==> src/rtl/alu_control_sequencer.sv <==
// Multicycle control unit sequencing ALU/register-file instructions through DECODE, EXECUTE and WRITEBACK.
// Build option ALU_CTRL_ILLEGAL_TRAP_EN: illegal opcodes trap into HALT with a sticky ILLEGAL flag.
module alu_control_sequencer #(
  parameter int DATA_W      = 8,
  parameter int REG_ADDR_W  = 3,
  parameter int EXEC_CYCLES = 1
) (
  input  logic                  CLK,
  input  logic                  RESET,
  input  logic [31:0]           INSTRUCTION,
  input  logic                  INSTR_VALID,
  output logic                  INSTR_READY,
  output logic [2:0]            ALUOP,
  output logic [REG_ADDR_W-1:0] READREG1,
  output logic [REG_ADDR_W-1:0] READREG2,
  output logic [REG_ADDR_W-1:0] WRITEREG,
  output logic [DATA_W-1:0]     IMMEDIATE,
  output logic                  IMM_SEL,
  output logic                  NEG_SEL,
  output logic                  WRITEENABLE,
`ifdef ALU_CTRL_ILLEGAL_TRAP_EN
  output logic                  ILLEGAL,
`endif
  output logic                  BUSY
);

  localparam int EXEC_N = (EXEC_CYCLES < 1) ? 1 : ((EXEC_CYCLES > 4) ? 4 : EXEC_CYCLES);
  localparam logic [2:0] EXEC_LOAD = 3'(EXEC_N - 1);

  typedef enum logic [2:0] {
    S_IDLE,
    S_DECODE,
    S_EXECUTE,
    S_WRITEBACK,
    S_HALT
  } state_t;

  state_t      state, state_nxt;
  logic [31:0] instr_p0;
  logic [2:0]  exec_cnt;
  logic        op_legal;
  logic [2:0]  op_aluop;
  logic        op_imm;
  logic        op_neg;
  logic        unused_instr;

  // Only some bits of each byte field reach the outputs.
  assign unused_instr = ^instr_p0;

  // Stage p0: instruction latch, loaded on the accepting handshake
  always_ff @(posedge CLK) begin
    if (state == S_IDLE && INSTR_VALID) begin
      instr_p0 <= INSTRUCTION;
    end
  end

  always_comb begin
    op_legal = 1'b1;
    op_aluop = 3'b000;
    op_imm   = 1'b0;
    op_neg   = 1'b0;
    case (instr_p0[31:24])
      8'h00: op_imm = 1'b1;
      8'h01: op_aluop = 3'b000;
      8'h02: op_aluop = 3'b001;
      8'h03: begin
        op_aluop = 3'b001;
        op_neg   = 1'b1;
      end
      8'h04: op_aluop = 3'b010;
      8'h05: op_aluop = 3'b011;
      default: op_legal = 1'b0;
    endcase
  end

  always_ff @(posedge CLK or negedge RESET) begin
    if (!RESET) begin
      state <= S_IDLE;
    end else begin
      state <= state_nxt;
    end
  end

  always_comb begin
    state_nxt   = state;
    INSTR_READY = 1'b0;
    BUSY        = 1'b1;
    WRITEENABLE = 1'b0;
    case (state)
      S_IDLE: begin
        INSTR_READY = 1'b1;
        BUSY        = 1'b0;
        if (INSTR_VALID) state_nxt = S_DECODE;
      end
      S_DECODE: begin
        if (op_legal) begin
          state_nxt = S_EXECUTE;
        end else begin
`ifdef ALU_CTRL_ILLEGAL_TRAP_EN
          state_nxt = S_HALT;
`else
          state_nxt = S_IDLE;
`endif
        end
      end
      S_EXECUTE: begin
        if (exec_cnt == 3'd0) state_nxt = S_WRITEBACK;
      end
      S_WRITEBACK: begin
        WRITEENABLE = 1'b1;
        state_nxt   = S_IDLE;
      end
      S_HALT: state_nxt = S_HALT;
      default: state_nxt = S_IDLE;
    endcase
  end

  // EXECUTE dwell counter covering ALU settling time
  always_ff @(posedge CLK or negedge RESET) begin
    if (!RESET) begin
      exec_cnt <= 3'd0;
    end else if (state == S_DECODE) begin
      exec_cnt <= EXEC_LOAD;
    end else if (state == S_EXECUTE && exec_cnt != 3'd0) begin
      exec_cnt <= exec_cnt - 3'd1;
    end
  end

  // Stage p1: decoded controls, held until the next legal DECODE
  always_ff @(posedge CLK or negedge RESET) begin
    if (!RESET) begin
      ALUOP     <= 3'b000;
      READREG1  <= '0;
      READREG2  <= '0;
      WRITEREG  <= '0;
      IMMEDIATE <= '0;
      IMM_SEL   <= 1'b0;
      NEG_SEL   <= 1'b0;
    end else if (state == S_DECODE && op_legal) begin
      ALUOP     <= op_aluop;
      READREG1  <= instr_p0[8 +: REG_ADDR_W];
      READREG2  <= instr_p0[0 +: REG_ADDR_W];
      WRITEREG  <= instr_p0[16 +: REG_ADDR_W];
      IMMEDIATE <= DATA_W'(instr_p0[7:0]);
      IMM_SEL   <= op_imm;
      NEG_SEL   <= op_neg;
    end
  end

`ifdef ALU_CTRL_ILLEGAL_TRAP_EN
  always_ff @(posedge CLK or negedge RESET) begin
    if (!RESET) begin
      ILLEGAL <= 1'b0;
    end else if (state == S_DECODE && !op_legal) begin
      ILLEGAL <= 1'b1;
    end
  end
`endif

endmodule

==> config.mk <==
export PLATFORM = sky130hd
export DESIGN_NAME = alu_control_sequencer
export DESIGN_NICKNAME = d
export VERILOG_FILES = /design/src/rtl/alu_control_sequencer.sv
export SDC_FILE = /design/constraint.sdc
export NUM_CORES = 1
export LEC_CHECK = 0
export CORE_MARGIN = 5
export CORE_UTILIZATION = 35
export DETAILED_ROUTE_END_ITERATION = 12
export PLACE_DENSITY = 0.74
export SLEW_MARGIN = 20
export SYNTH_ARGS = -nofsm -noshare
export SYNTH_HDL_FRONTEND = slang
export SYNTH_SLANG_ARGS = --single-unit
export TNS_END_PERCENT = 5
==> constraint.sdc <==
create_clock -name CLK -period 5.1 [get_ports CLK]
set_input_delay 0.765 -clock CLK [delete_from_list [all_inputs] [get_ports CLK]]
set_output_delay 0.765 -clock CLK [all_outputs]
set_load 0.05 [all_outputs]
==> results.yml, run 1 <==
final_layout:
  diodes: 0
  drive_above_1_share: 0.155
  design_area_um2: 2490
  syn_to_final_growth_pct: 33.6
  finalNetCount: 204
global_routing:
  antenna_found_initial: 0
  grtUsageTotal: 0.0978
  grt_max_degree: 25
  grt_pass1_wl_mm: 5.28
  grt_overflow: 0
  grt_pass1_vias: 1087
clock_network:
  insertion_delay_ns: 0.30
  cts_tree: "done"
  clk_pin_slew_ns: 0.09
  cts-hold-fix-buffers: 0
  cts_root_buffer: "clkbuf_8"
  cts_setup_buffers: 0
  cts-buffers-inserted: 5
  h-tree-depth: 2
  cts_buffer_depth: 2
  cts_repair_resize_count: 0
  cts_sinks: 46
worst_setup_path:
  startpoint_type: "flop"
  cp.required_ns: 4.34
  critPathCaptureType: "output port"
  rrSetupSlack_ns: 3.09
  worstSetupPathType: "reg -> out"
  endpoint: "WRITEENABLE"
  r2r_end: "instr_p0[10]$_DFFE_PP_"
  reg2reg_depth: 2
  timing.rr.start: "state[1]$_DFFE_PN0P_"
  crit_fanout: 9
  critPathArrivalTime_ns: 1.98
  critical_path.startpoint: "state[1]$_DFFE_PN0P_"
logic_synthesis:
  synth_xor_area_frac: 0
  netlist_area_um2: 1870
  synthMuxAreaShare: 0.123
  syn_area_per_cell_um2: 15.6
  syn-num-nets: 157
  synth_compound_area_frac: 0.0630
  syn_inst: 120
  ys_types: 28
  synth_seq_cells: 46
  ys_seq_area_frac: 0.676
  synth-main-ff-cell: "dfrtp_1"
  yosys.area_share.simple: 0.0744
  async_flop_share: 0.522
  yosys_warnings: 0
  synth_edf_count: 22
  yosys.area_share.adder: 0.0134
  synth_top_family_by_area: "multiplexers"
placement:
  place_area_um2: 2370
  dp_slack_ns: 2.64
  gp_congestion: 0.747
  dp_hpwl_mm: 2.38
  portBuffers: 48
sta:
  max_slew_margin: 0.352
  tns_ns: 0
  period_minus_slack_ns: 2.74
  fin_ws_ns: 2.36
  setup_viol: 0
  max_freq_ghz: 0.365
  rsz0062_at_grt: "no"
  timing.final.crit_share: 0.538
  hold_viol: 0
  finClkSkew_ns: 0.0106
  worst_pin_slew_ns: 0.971
  report.final.slew_viol_count: 0
detailed_routing:
  dr_wl_met3_um: 184
  ant_nets: 0
  top_layer_used: "met4"
  drcViolationCount: 0
  wl_per_cell_um: 13.8
  wl_met2_mm: 1.66
  vias: 1059
  wirelength_mm: 3.28
  dr.pass1.iters: 2
  met1Wirelength_mm: 1.39
  drtIter0Drc: 61
  viasPerCell: 4.45
power:
  p_sw_mw: 0.264
  p_total_mw: 0.947
  sequentialPowerShare: 0.466
  powerDensity_nw_per_um2: 380
  power_switching_share: 0.278
  p_int_mw: 0.684
  ir_drop_mv: 0.198
  comb_power_share: 0.220
  p_leak_nw: 1.05
  pwr-share-clk: 0.314
floorplanning:
  die-area_um2: 6890
  num_io_pins: 60
  die_w_um: 83.0
  core_area_um2: 5140
  initial_utilization: 0.363
  die_h_um: 83.0
  core.rowCount: 26
run:
  maxCapViolations: 0
status:
  outcome: "complete, no violations"
hold_path:
  hp-class: "in -> async"
[routing by layer]
metal,GRT usage,vias to the layer above
li1,-,512
met1,0.110,507
met2,0.166,34
met3,0.0396,6
met4,0.0371,0
met5,0,-
[sequential cells by signal (all words and copies together) (netlist names)]
signal     cells
ALUOP          2
IMMEDIATE      6
IMM_SEL        1
NEG_SEL        1
READREG1       3
READREG2       2
WRITEREG       3
exec_cnt       3
instr_p0      22
state          3
[kinds of logic (layout without fill, tap and decap cells)]
logic type	Yosys count	in the layout
compound gates	17	17
mux	16	16
other cells	1	1
fa+ha+maj	2	2
flops	46	46
buf+inv	14	62
simple gates	24	24
[placed cells by master (no fill, tap or decap), drive strengths merged, types with 2 or more instances in the layout]
cell type      count
nor2b              2
a22o               2
dfrtp             24
clkbuf             6
a21oi              4
mux2              14
mux2i              2
ha                 2
inv                6
edfxtp            22
o21ai              5
nand2b             3
nor2               4
clkdlybuf4s50     47
nand2              7
nor3               4
[cell type report]
class                           instances  area, um2
Multi-Input combinational cell         60        515
Fill cell                             467       2650
Tap cell                               70       87.6
Clock buffer                            6       93.8
Timing Repair Buffer                   48        475
Clock inverter                          2       38.8
Inverter                                6       22.5
Sequential cell                        46       1260
[critical path, cell delays in order (launching register included)]
cell and delay (ns):
dfrtp_1 0.51, inv_1 0.14, nor3_1 0.21, clkdlybuf4s50_1 0.83
[cells in the mapped netlist (2+ instances only)]
library cell,instances,area (um2)
dfrtp_1,24,601
edfxtp_1,22,661
mux2_4,14,210
nand2_1,7,26.3
inv_1,6,22.5
o21ai_0,5,25.0
a21oi_1,4,20.0
buf_4,4,30.0
nor2_1,4,15.0
nor3_1,4,20.0
buf_6,3,33.8
nand2b_1,3,18.8
a22o_1,2,17.5
ha_1,2,25.0
mux2i_1,2,20.0
nor2b_1,2,12.5
[worst min path at each step]
stage                      startpoint                       end  slack, ns  cells past startpoint
2_1_floorplan   instr_p0[2]$_DFFE_PP_  IMMEDIATE[2]$_DFFE_PN0P_       0.46                      1
3_3_place_gp   instr_p0[18]$_DFFE_PP_   WRITEREG[2]$_DFFE_PN0P_       0.46                      1
3_5_place_dp    instr_p0[7]$_DFFE_PP_  IMMEDIATE[7]$_DFFE_PN0P_       0.46                      1
4_1_cts         instr_p0[3]$_DFFE_PP_  IMMEDIATE[3]$_DFFE_PN0P_       0.48                      1
5_1_grt                         RESET  IMMEDIATE[6]$_DFFE_PN0P_       0.46                      1
6_report                        RESET  IMMEDIATE[6]$_DFFE_PN0P_       0.44                      1
[power by group through the flow]
stage | clock network [mW] | registers [mW] | logic, mW
6_report | 0.297 | 0.442 | 0.208
4_1_cts | 0.308 | 0.442 | 0.212
3_5_place_dp | 0 | 0.449 | 0.211
3_3_place_gp | 0 | 0.449 | 0.208
2_1_floorplan | 0 | 0.516 | 0.0671
5_1_grt | 0.326 | 0.447 | 0.216
[stage by stage]
step / util / hold WS (ns) / std cells
final: 0.485 / 0.441 / 238
after floorplan: - / 0.458 / 120
after CTS: 0.486 / 0.480 / 238
after detailed placement: 0.461 / 0.465 / 230
after global placement: 0.461 / 0.458 / 230
after global routing: 0.485 / 0.460 / 238
No activity file was read; power rests on OpenSTA's default activity.
==> run 2, diff against run 1 <==
clock period = 2.72 ns   (was 5.1 ns; I/O delays follow)
==> run 2 against run 1 <==
Compared with the run above:
- non-clock buffer count up 2
- sequential share of layout area about the same
- flip-flop and latch count unchanged
- clock skew down 0.0060 ns
- final cell count up 0.84%
- register-to-register slack worse by 2.3 ns
- first-iteration DRC count unchanged
- global-route usage down 0.084 points
- hold slack better by 0.030 ns
- clock power up 63%
==> results.yml, run 2 (synthesized netlist as in run 1, its figures left out) <==
power:
  p_total_mw: 1.71
  powerDensity_nw_per_um2: 684
  p_leak_nw: 1.05
  ir_drop_mv: 0.381
detailed_routing:
  wirelength_mm: 3.22
  viasPerCell: 4.41
  dr.pass1.iters: 2
  vias: 1059
  drtIter0Drc: 61
  ant_nets: 0
  wl_per_cell_um: 13.4
  drcViolationCount: 0
clock_network:
  cts_root_buffer: "clkbuf_8"
  cts_buffer_depth: 2
  cts_repair_resize_count: 0
  cts_setup_buffers: 0
  clk_pin_slew_ns: 0.08
  h-tree-depth: 2
  insertion_delay_ns: 0.29
  cts-hold-fix-buffers: 0
  cts_tree: "done"
  cts-buffers-inserted: 5
  cts_sinks: 46
floorplanning:
  num_io_pins: 60
  core.rowCount: 26
  die_h_um: 83.0
  die_w_um: 83.0
  initial_utilization: 0.363
  core_area_um2: 5140
  die-area_um2: 6890
final_layout:
  largest_register_ffs: 22
  layout_common_cells: "clkdlybuf4s50_1, dfrtp_1, edfxtp_1, mux2_4, nand2_1"
  final_common_cell: "clkdlybuf4s50_1"
  multi_input_area_um2: 520
  fin_util: 0.485
  seqCellArea_um2: 1260
  design_area_um2: 2490
  largest-register: "instr_p0"
  drive_above_1_share: 0.153
  syn_to_final_growth_pct: 33.6
  finalNetCount: 206
  num-fill-cells: 482
  diodes: 0
  top_regs: "instr_p0: 22 flops, IMMEDIATE: 6 flops"
worst_setup_path:
  cp.required_ns: 2.31
  critPathCaptureType: "output port"
  crit_fanout: 9
  critPathArrivalTime_ns: 1.96
  critical_path.startpoint: "state[1]$_DFFE_PN0P_"
  cp_cell_sequence: "inv_1 > nor3_1 > clkdlybuf4s50_1"
  cpLargestDelayFamily: "buffers and inverters"
  slowest_delay_ns: 0.83
  critPathBufInv: 2
  rrSetupSlack_ns: 0.78
  r2r_end: "READREG2[1]$_DFFE_PN0P_"
  slowest_stage: "clkdlybuf4s50_1"
  worstSetupPathType: "reg -> out"
  reg2reg_depth: 3
  startpoint_type: "flop"
  timing.rr.start: "state[1]$_DFFE_PN0P_"
sta:
  hold_viol: 0
  finClkSkew_ns: 0.00460
  max_slew_margin: 0.645
  setup_viol: 0
  timing.final.crit_share: 0.872
  rsz0062_at_grt: "no"
  period_minus_slack_ns: 2.37
  worst_pin_slew_ns: 0.530
  report.final.slew_viol_count: 0
  max_freq_ghz: 0.422
  tns_ns: 0
placement:
  gp_congestion: 0.729
  place_area_um2: 2390
  dp_hpwl_mm: 2.33
  portBuffers: 48
global_routing:
  grt_pass1_wl_mm: 5.31
  grt_overflow: 0
  grtUsageTotal: 0.0970
  grt_max_degree: 25
  antenna_found_initial: 0
  grt_pass1_vias: 1088
status:
  outcome: "complete, no violations"
hold_path:
  hp-class: "in -> async"
run:
  maxCapViolations: 0
[run 2: cell types whose count changed in the layout (fill, tap and decap cells not counted), sizes merged]
| cell | previous run | this run |
|---|---|---|
| clkinv | 1 | 0 |
| clkdlybuf4s50 | 47 | 48 |
| buf | 1 | 2 |
| clkbuf | 6 | 7 |
[run 2: worst max path at each step]
stage,cells after the start,slack (ns),to
final,3,0.35,WRITEENABLE
after global routing,3,0.25,WRITEENABLE
after CTS,3,0.34,WRITEENABLE
after detailed placement,3,0.67,WRITEENABLE
after global placement,3,0.64,WRITEENABLE
after floorplan,3,0.42,instr_p0[0]$_DFFE_PP_
[run 2: per-stage QoR]
| stage | hold WS, ns | setup slack, ns | instances |
|---|---|---|---|
| after global routing | 0.485 | 0.247 | 240 |
| final | 0.471 | 0.349 | 240 |
| after CTS | 0.480 | 0.335 | 240 |
| after global placement | 0.458 | 0.643 | 232 |
| after detailed placement | 0.465 | 0.670 | 232 |
| after floorplan | 0.112 | 0.423 | 120 |
[run 2: metal layers]
metal	GRT usage	vias up	wire length, um
met5	0	-	0
li1	-	516	-
met1	0.118	509	1420
met4	0.0312	0	29
met3	0.0396	5	179
met2	0.157	29	1600
[run 2: area by class of cell]
| class | instances | area share |
|---|---|---|
| well taps | 70 | 0.0351 |
| repair buffers | 50 | 0.199 |
| clock buffers | 7 | 0.0306 |
| multi-input cells | 60 | 0.209 |
| flip-flops and latches | 46 | 0.506 |
| inverters | 6 | 0.00903 |
| clock inverters | 1 | 0.0120 |
[run 2: where the power goes]
group	total, mW	internal [mW]	switching (mW)
logic	0.394	0.161	0.233
clock network	0.483	0.275	0.208
registers	0.828	0.793	0.0346
